<file path="src/rtl/prog_loader.sv">
// Switch/button driven word loader for the unified CPU RAM; holds the CPU while loading.
// Optional write-readback check enabled by defining PROG_LOADER_READBACK_EN.
module prog_loader #(
  parameter int DEBOUNCE_CYCLES = 250000,
  parameter int ADDR_W          = 10
) (
  input  logic              clk,
  input  logic              reset,
  input  logic [9:0]        sw,
  input  logic [1:0]        key_n,
  input  logic [15:0]       mem_dout,
  output logic [ADDR_W-1:0] mem_addr,
  output logic [15:0]       mem_din,
  output logic              mem_we,
  output logic              cpu_hold,
  output logic [ADDR_W-1:0] word_count,
  output logic [2:0]        state_dbg,
  output logic              err
);

  localparam int CNT_W = $clog2(DEBOUNCE_CYCLES + 1);

  typedef enum logic [2:0] {
    LOAD_LO = 3'd0,
    LOAD_HI = 3'd1,
    WRITE   = 3'd2,
    VERIFY  = 3'd3,
    RUN     = 3'd4
  } state_t;

  logic [1:0] press_ev;

  // Per key: 2-FF sync, stability counter, then a registered falling-edge pulse.
  for (genvar gi = 0; gi < 2; gi++) begin : g_key
    logic             sync1_q, sync2_q, acc_q, acc_prev_q, ev_q;
    logic [CNT_W-1:0] cnt_q;

    always_ff @(posedge clk) begin
      if (!reset) begin
        sync1_q    <= 1'b1;
        sync2_q    <= 1'b1;
        acc_q      <= 1'b1;
        acc_prev_q <= 1'b1;
        ev_q       <= 1'b0;
        cnt_q      <= '0;
      end else begin
        sync1_q    <= key_n[gi];
        sync2_q    <= sync1_q;
        acc_prev_q <= acc_q;
        ev_q       <= acc_prev_q & ~acc_q;
        if (sync2_q != acc_q) begin
          if (cnt_q == CNT_W'(DEBOUNCE_CYCLES - 1)) begin
            acc_q <= sync2_q;
            cnt_q <= '0;
          end else begin
            cnt_q <= cnt_q + CNT_W'(1);
          end
        end else begin
          cnt_q <= '0;
        end
      end
    end

    assign press_ev[gi] = ev_q;
  end

  logic run_ev, enter_ev;
  assign run_ev   = press_ev[1];
  assign enter_ev = press_ev[0] & ~press_ev[1];

  state_t            state_q;
  logic [ADDR_W-1:0] mem_addr_q;
  logic [ADDR_W-1:0] word_count_q;
  logic [15:0]       mem_din_q;
  logic [7:0]        lo_byte_q;
  logic              mem_we_q;
  logic              cpu_hold_q;
`ifdef PROG_LOADER_READBACK_EN
  logic              verify_phase_q;
  logic              err_q;
`endif

  always_ff @(posedge clk) begin
    if (!reset) begin
      state_q      <= LOAD_LO;
      mem_addr_q   <= '0;
      word_count_q <= '0;
      mem_din_q    <= '0;
      lo_byte_q    <= '0;
      mem_we_q     <= 1'b0;
      cpu_hold_q   <= 1'b1;
`ifdef PROG_LOADER_READBACK_EN
      verify_phase_q <= 1'b0;
      err_q          <= 1'b0;
`endif
    end else begin
      case (state_q)
        LOAD_LO: begin
          if (run_ev) begin
            state_q    <= RUN;
            cpu_hold_q <= 1'b0;
          end else if (enter_ev) begin
            if (sw[9]) begin
              mem_addr_q <= ADDR_W'(sw[7:0]);
            end else begin
              lo_byte_q <= sw[7:0];
              state_q   <= LOAD_HI;
            end
          end
        end
        LOAD_HI: begin
          if (run_ev) begin
            state_q    <= RUN;
            cpu_hold_q <= 1'b0;
          end else if (enter_ev) begin
            mem_din_q <= {sw[7:0], lo_byte_q};
            mem_we_q  <= 1'b1;
            state_q   <= WRITE;
          end
        end
        WRITE: begin
          mem_we_q <= 1'b0;
`ifdef PROG_LOADER_READBACK_EN
          verify_phase_q <= 1'b0;
          state_q        <= VERIFY;
`else
          mem_addr_q <= mem_addr_q + ADDR_W'(1);
          if (word_count_q != '1) word_count_q <= word_count_q + ADDR_W'(1);
          state_q <= LOAD_LO;
`endif
        end
`ifdef PROG_LOADER_READBACK_EN
        // First cycle presents the address; read data is valid on the second.
        VERIFY: begin
          if (!verify_phase_q) begin
            verify_phase_q <= 1'b1;
          end else begin
            if (mem_dout != mem_din_q) err_q <= 1'b1;
            mem_addr_q <= mem_addr_q + ADDR_W'(1);
            if (word_count_q != '1) word_count_q <= word_count_q + ADDR_W'(1);
            state_q <= LOAD_LO;
          end
        end
`endif
        RUN: begin
          if (run_ev) begin
            state_q    <= LOAD_LO;
            cpu_hold_q <= 1'b1;
          end
        end
        default: begin
          state_q    <= LOAD_LO;
          mem_we_q   <= 1'b0;
          cpu_hold_q <= 1'b1;
        end
      endcase
    end
  end

  assign mem_addr   = mem_addr_q;
  assign mem_din    = mem_din_q;
  assign mem_we     = mem_we_q;
  assign cpu_hold   = cpu_hold_q;
  assign word_count = word_count_q;
  assign state_dbg  = state_q;

`ifdef PROG_LOADER_READBACK_EN
  assign err = err_q;
  logic unused_sw;
  assign unused_sw = sw[8];
`else
  assign err = 1'b0;
  logic unused_in;
  assign unused_in = ^{sw[8], mem_dout};
`endif

endmodule

</file>
<file path="config.mk">
export PLATFORM = sky130hd
export DESIGN_NAME = prog_loader
export DESIGN_NICKNAME = d
export VERILOG_FILES = /design/src/rtl/prog_loader.sv
export SDC_FILE = /design/constraint.sdc
export NUM_CORES = 1
export LEC_CHECK = 0
export BUFFER_PORTS_ARGS = -buffer_cell sky130_fd_sc_hd__buf_2
export CAP_MARGIN = 20
export CELL_PAD_IN_SITES_DETAIL_PLACEMENT = 0
export CELL_PAD_IN_SITES_GLOBAL_PLACEMENT = 1
export CORE_MARGIN = 2
export CORE_UTILIZATION = 30
export DETAILED_ROUTE_END_ITERATION = 10
export PLACE_DENSITY_LB_ADDON = 0.1
export SLEW_MARGIN = 0
export SYNTH_ARGS = -nofsm -noshare
export SYNTH_HDL_FRONTEND = slang
export SYNTH_SLANG_ARGS = --single-unit
</file>
<file path="constraint.sdc">
create_clock -name clk -period 2 [get_ports clk]
set_input_delay 0.2 -clock clk [delete_from_list [all_inputs] [get_ports clk]]
set_output_delay 0.2 -clock clk [all_outputs]
set_load 0.1 [all_outputs]
</file>
Word-level counts from Yosys, hierarchy flattened:

Cells that the tools add are included.

* input bits: 30
* register bits: 95
* output and inout bits: 42
* word-level logic and storage cells: 85

* muxes and demuxes: 17
* reductions and logical operators: 15
* bitwise operators: 12
* $add $sub $neg: 4
* equality and inequality tests: 18

Operator list (count)
* 18-bit by 1-bit adder with 18-bit output (second input constant): 2
* 18-bit == test (second input constant): 2
* 10-bit 2-to-1 mux: 3
* 10-bit by 1-bit adder with 10-bit output (second input constant): 2
* 10-bit one-hot mux with 2 select lines: 1
* 3-bit 2-to-1 mux: 6
* 2-bit != test (second input constant): 6
* 4-bit AND reduction: 3
* 10-bit != test (second input constant): 1
* 3-bit != test (second input constant): 3
* 1-bit NOT: 9
* 3-bit one-hot mux with 3 select lines: 1
* 3-bit AND reduction: 3
* 2-bit AND reduction: 3
* 3-bit OR reduction: 2
* 1-bit 2-to-1 mux: 4
* 2-bit OR reduction: 2
* 1-bit AND: 3
* 3-bit by 1-bit == test with 1-bit output (second input constant): 1
* 3-bit by 2-bit == test with 1-bit output (second input constant): 1
* 3-bit == test (second input constant): 1
* 3-bit logical NOT: 1
* 1-bit one-hot mux with 3 select lines: 1
* 1-bit != test: 2
* 3 further kinds: 3

Logic depth before layout (Yosys ltp):

* word-level depth: 5
* depth in mapped cells: 7
* depth with buffers taken out: 5

Worst setup path after synthesis:

No wires, ideal clock.

* kind: register -> register
* start: register state_q[1] (netlist: state_dbg[1])
* end: register word_count_q[5] (netlist: word_count[5])
* cell stages (with the launch flop): 6
* setup slack: -0.467 ns
* path buffers: 1
* period minus slack after synthesis: 2.467 ns
* data arrival time: 2.397 ns
* setup time: 0.070 ns
* path through: dfxtp_1 -> buf_2 -> nor3b_2 -> nand3_1 -> or4_1 -> a21oi_1

* word-level cells in the longest chain between the ends: 2

RTL lines
* from (decl): RTL line 71 `state_t state_q;`
* from (signal assigned): RTL line 85 `state_q <= LOAD_LO;`
* from (signal assigned): RTL line 100 `state_q <= RUN;`
* from (signal assigned): RTL line 107 `state_q <= LOAD_HI;`
* 3-bit by 2-bit == test with 1-bit output: RTL line 97 `case (state_q)`
* 2-bit AND reduction (no source line)
* to (signal assigned): RTL line 128 `if (word_count_q != '1) word_count_q <= word_count_q + ADDR_W'(1);`
* to (decl): RTL line 73 `logic [ADDR_W-1:0] word_count_q;`

No other way between the ends.
A chain may end at the register's enable or synchronous reset.

Worst setup path after layout:

* start: register g_key[0].cnt_q[10]
* end: register g_key[0].acc_q

* word-level cells in the longest chain between the ends: 2

RTL lines
* from (decl): RTL line 36 `logic [CNT_W-1:0] cnt_q;`
* from (signal assigned): RTL line 56 `cnt_q <= cnt_q + CNT_W'(1);`
* 18-bit == test: RTL line 52 `if (cnt_q == CNT_W'(DEBOUNCE_CYCLES - 1)) begin`
* 2-bit AND reduction (no source line)
* to (signal assigned): RTL line 53 `acc_q <= sync2_q;`
* to (decl): RTL line 35 `logic sync1_q, sync2_q, acc_q, acc_prev_q, ev_q;`

No other way between the ends.

==> flow_metrics.tcl <==
set metrics [dict create \
    outcome "finished clean" \
    min_path_type "primary input to register" \
    critical-path-max-stage-delay_ns 0.52 \
    global_route_wire_length_before_repair_mm 16.3 \
    critical_path.startpoint_type "register" \
    count_of_mapped_cells_out_of_synthesis 486 \
    number_of_flops_mapped_to_enable_cells_by_yosys 0 \
    antenna_violations_before_repair 0 \
    first_global_vias 3319 \
    post_synth.cell_area_avg_um2 8.38 \
    synth_warnings 0 \
    fin_worst_skew_ns 0.00768 \
    final_min_period_over_clock_period 0.946 \
    timing.setup.critical_path_class "register to register" \
    die_w_um 120 \
    tritoncts_num_sinks 95 \
    port_buffers 53 \
    cp_data_required_time_ns 2.24 \
    area.growth.synth_to_final_pct 23.4 \
    synthesis.area_um2 4070 \
    seq_area_frac_synth 0.467 \
    ys_async_sr_fraction 0 \
    die_h_um 120 \
    routed_wl_mm 9.89 \
    fmax_mhz 528 \
    global_route_usage_sum 0.141 \
    hold_slack_ns 0.0535 \
    synth_common_cells "95 x sky130_fd_sc_hd__dfxtp_1, 72 x sky130_fd_sc_hd__nand2_1, 57 x sky130_fd_sc_hd__nor2_1, 42 x sky130_fd_sc_hd__a21oi_1, 30 x sky130_fd_sc_hd__nand3_1" \
    synthesized_netlist_net_count 520 \
    cp_max_fo 3 \
    h-tree-depth 3 \
    cts.root.buffer_cell "sky130_fd_sc_hd__clkbuf_16" \
    drtAntennaViolNets 0 \
    routed-via-count 3526 \
    fp_rows 42 \
    maxCapViolations 0 \
    starting_density_of_the_core 0.307 \
    timing.critical_path.slowest_stage_cell "sky130_fd_sc_hd__or4b_1" \
    globalplace.congestion 0.742 \
    setup_repair_after_global_routing_missed_its_margin "no" \
    timing.final.max_slew_violations 0 \
    power.density_cell_area_nw_per_um2 720 \
    dp.final_hpwl_mm 7.07 \
    drtIter0Drc 224 \
    timing.final.setup_violations 0 \
    insertedDiodeCount 0 \
    clk_latency_ns 0.34 \
    cp_data_arrival_time_ns 2.13 \
    grt_remaining_overflow 0 \
    vdd_drop_max_mv 0.337 \
    cts_resized 0 \
    ioPinCount 72 \
    layout-drive-gt1-share 0.215 \
    via_per_inst 4.75 \
    finalHoldViolCount 0 \
    worstPathCellList "or4b_1, or4_4, or4_1, o21a_1" \
    setup.worst_path.end_class "register" \
    timing.setup.tns_ns 0 \
    synthDominantAreaCellType "sky130_fd_sc_hd__dfxtp_1" \
    worst_case_clock_buffer_depth 2 \
    grt_start_max_net_pins 26 \
    synth_flop_cell "sky130_fd_sc_hd__dfxtp_1" \
    count_leader_synth "sky130_fd_sc_hd__dfxtp_1" \
    fin_util 0.379 \
    drc 0 \
    cts_buffers 9 \
    tightestPinTransition_ns 0.518 \
    slew-limit-headroom 0.657 \
    design.core.area_um2 13200 \
    fp.dieArea_um2 14500 \
    drtPass1Iterations 4 \
    cellLeakagePower_nw 1.79 \
    post-place-cells 728 \
    tritoncts "built" \
    clk_pin_slew_worst_paths_ns 0.06 \
    timing.final.crit_period_ns 1.89 \
    slack_of_the_worst_reg_to_reg_path_ns 0.11 \
    drt-wirelength-per-cell_um 13.3 \
    nets 597 \
    ys_top_cells_by_area "sky130_fd_sc_hd__dfxtp_1 47%, sky130_fd_sc_hd__nand2_1 6.6%, sky130_fd_sc_hd__xnor2_1 5.8%" \
    register_bit_count_reported_by_yosys 95 \
    distinct_cell_type_count_after_synthesis 53 \
    holdBufCountCts 0 \
    post-cts-setup-buffers 0 \
    num-fill-cells 1405 \
    finish.cell_count_without_fillers 743 \
    synthDominantCellAreaShare 0.467 \
]
sequential cells by signal, indices dropped and copies added (netlist names):
signal / count
cpu_hold: 1
g_key.acc_prev_q: 2
g_key.acc_q: 2
g_key.cnt_q: 36
g_key.ev_q: 2
g_key.sync1_q: 2
g_key.sync2_q: 2
lo_byte_q: 8
mem_addr: 10
mem_din: 16
mem_we: 1
state_dbg: 3
word_count: 10
per-stage QoR:
| step | setup slack [ns] | total power (W) | area [um2] |
|---|---|---|---|
| finish | 0.107 | 0.00362 | 5020 |
| global route | 0.0337 | 0.00378 | 5020 |
| CTS | 0.0927 | 0.00368 | 5020 |
| detailed placement | 0.103 | 0.00202 | 4740 |
| global placement | 0.118 | 0.00202 | 4740 |
| floorplan | -0.107 | 0.00198 | 4090 |
metal layers:
metal | wire (um) | vias up | track usage
met5 | 0 | - | 0
met2 | 4440 | 52 | 0.220
li1 | - | 1847 | -
met1 | 4850 | 1617 | 0.188
met3 | 441 | 10 | 0.0335
met4 | 159 | 0 | 0.0545
worst paths after layout:
check,startpoint,end,depth (start not counted)
min,key_n[1],g_key[1].sync1_q,2
max reg2reg,g_key[0].cnt_q[10],g_key[0].acc_q,4
max,g_key[0].cnt_q[10],g_key[0].acc_q,4
min reg2reg,g_key[1].acc_prev_q,g_key[1].ev_q,2
placed cells by master (no fill, tap or decap), drive strengths merged, types with 3 or more instances in the layout:
cell | netlist | routed
ha | 4 | 4
a211oi | 6 | 6
dfxtp | 95 | 95
nand3 | 30 | 30
nor2 | 57 | 57
clkbuf | 13 | 10
nor2b | 3 | 3
o21ai | 11 | 11
o31ai | 4 | 4
xnor2 | 27 | 27
or3 | 6 | 6
nand2b | 9 | 9
inv | 13 | 13
mux2i | 5 | 5
nor4 | 10 | 10
and3 | 4 | 4
nor3 | 10 | 10
nand4 | 11 | 11
clkinv | 0 | 5
nor3b | 3 | 3
a21oi | 42 | 42
and4 | 3 | 3
or4 | 8 | 8
a31oi | 3 | 3
xor2 | 4 | 4
nand2 | 72 | 72
buf | 6 | 85
layout make-up:
class,instances,area [um2],area share
timing repair buffer,85,518,0.103
multi-input combinational,359,2030,0.405
inverter,13,48.8,0.00971
clock inverter,5,32.5,0.00647
clock buffer,10,250,0.0498
sequential,95,1920,0.382
tap,176,220,0.0438
critical path, delay by kind of cell, from the launching register on:
| family | cells | cell delay (ns) |
|---|---|---|
| compound gates | 1 | 0.11 |
| flops | 1 | 0.31 |
| simple gates | 3 | 1.37 |
kinds of logic after synthesis:
group           count (synthesis)  synth area share
fa+ha+maj                       4            0.0123
other cells                     1          0.000921
xor+xnor                       31            0.0667
buf+inv                        32            0.0332
mux                             5            0.0123
simple gates                  238             0.292
flops                          95             0.467
compound gates                 80             0.116
power by group:
group,internal (W),leakage [nW],switching [W]
Sequential,0.00189,0.773,0.00000251
Clock,0.000909,0.143,0.000731
Combinational,0.0000247,0.872,0.0000560
Total,0.00283,1.79,0.000790
Power figures use the tool's default switching activity.
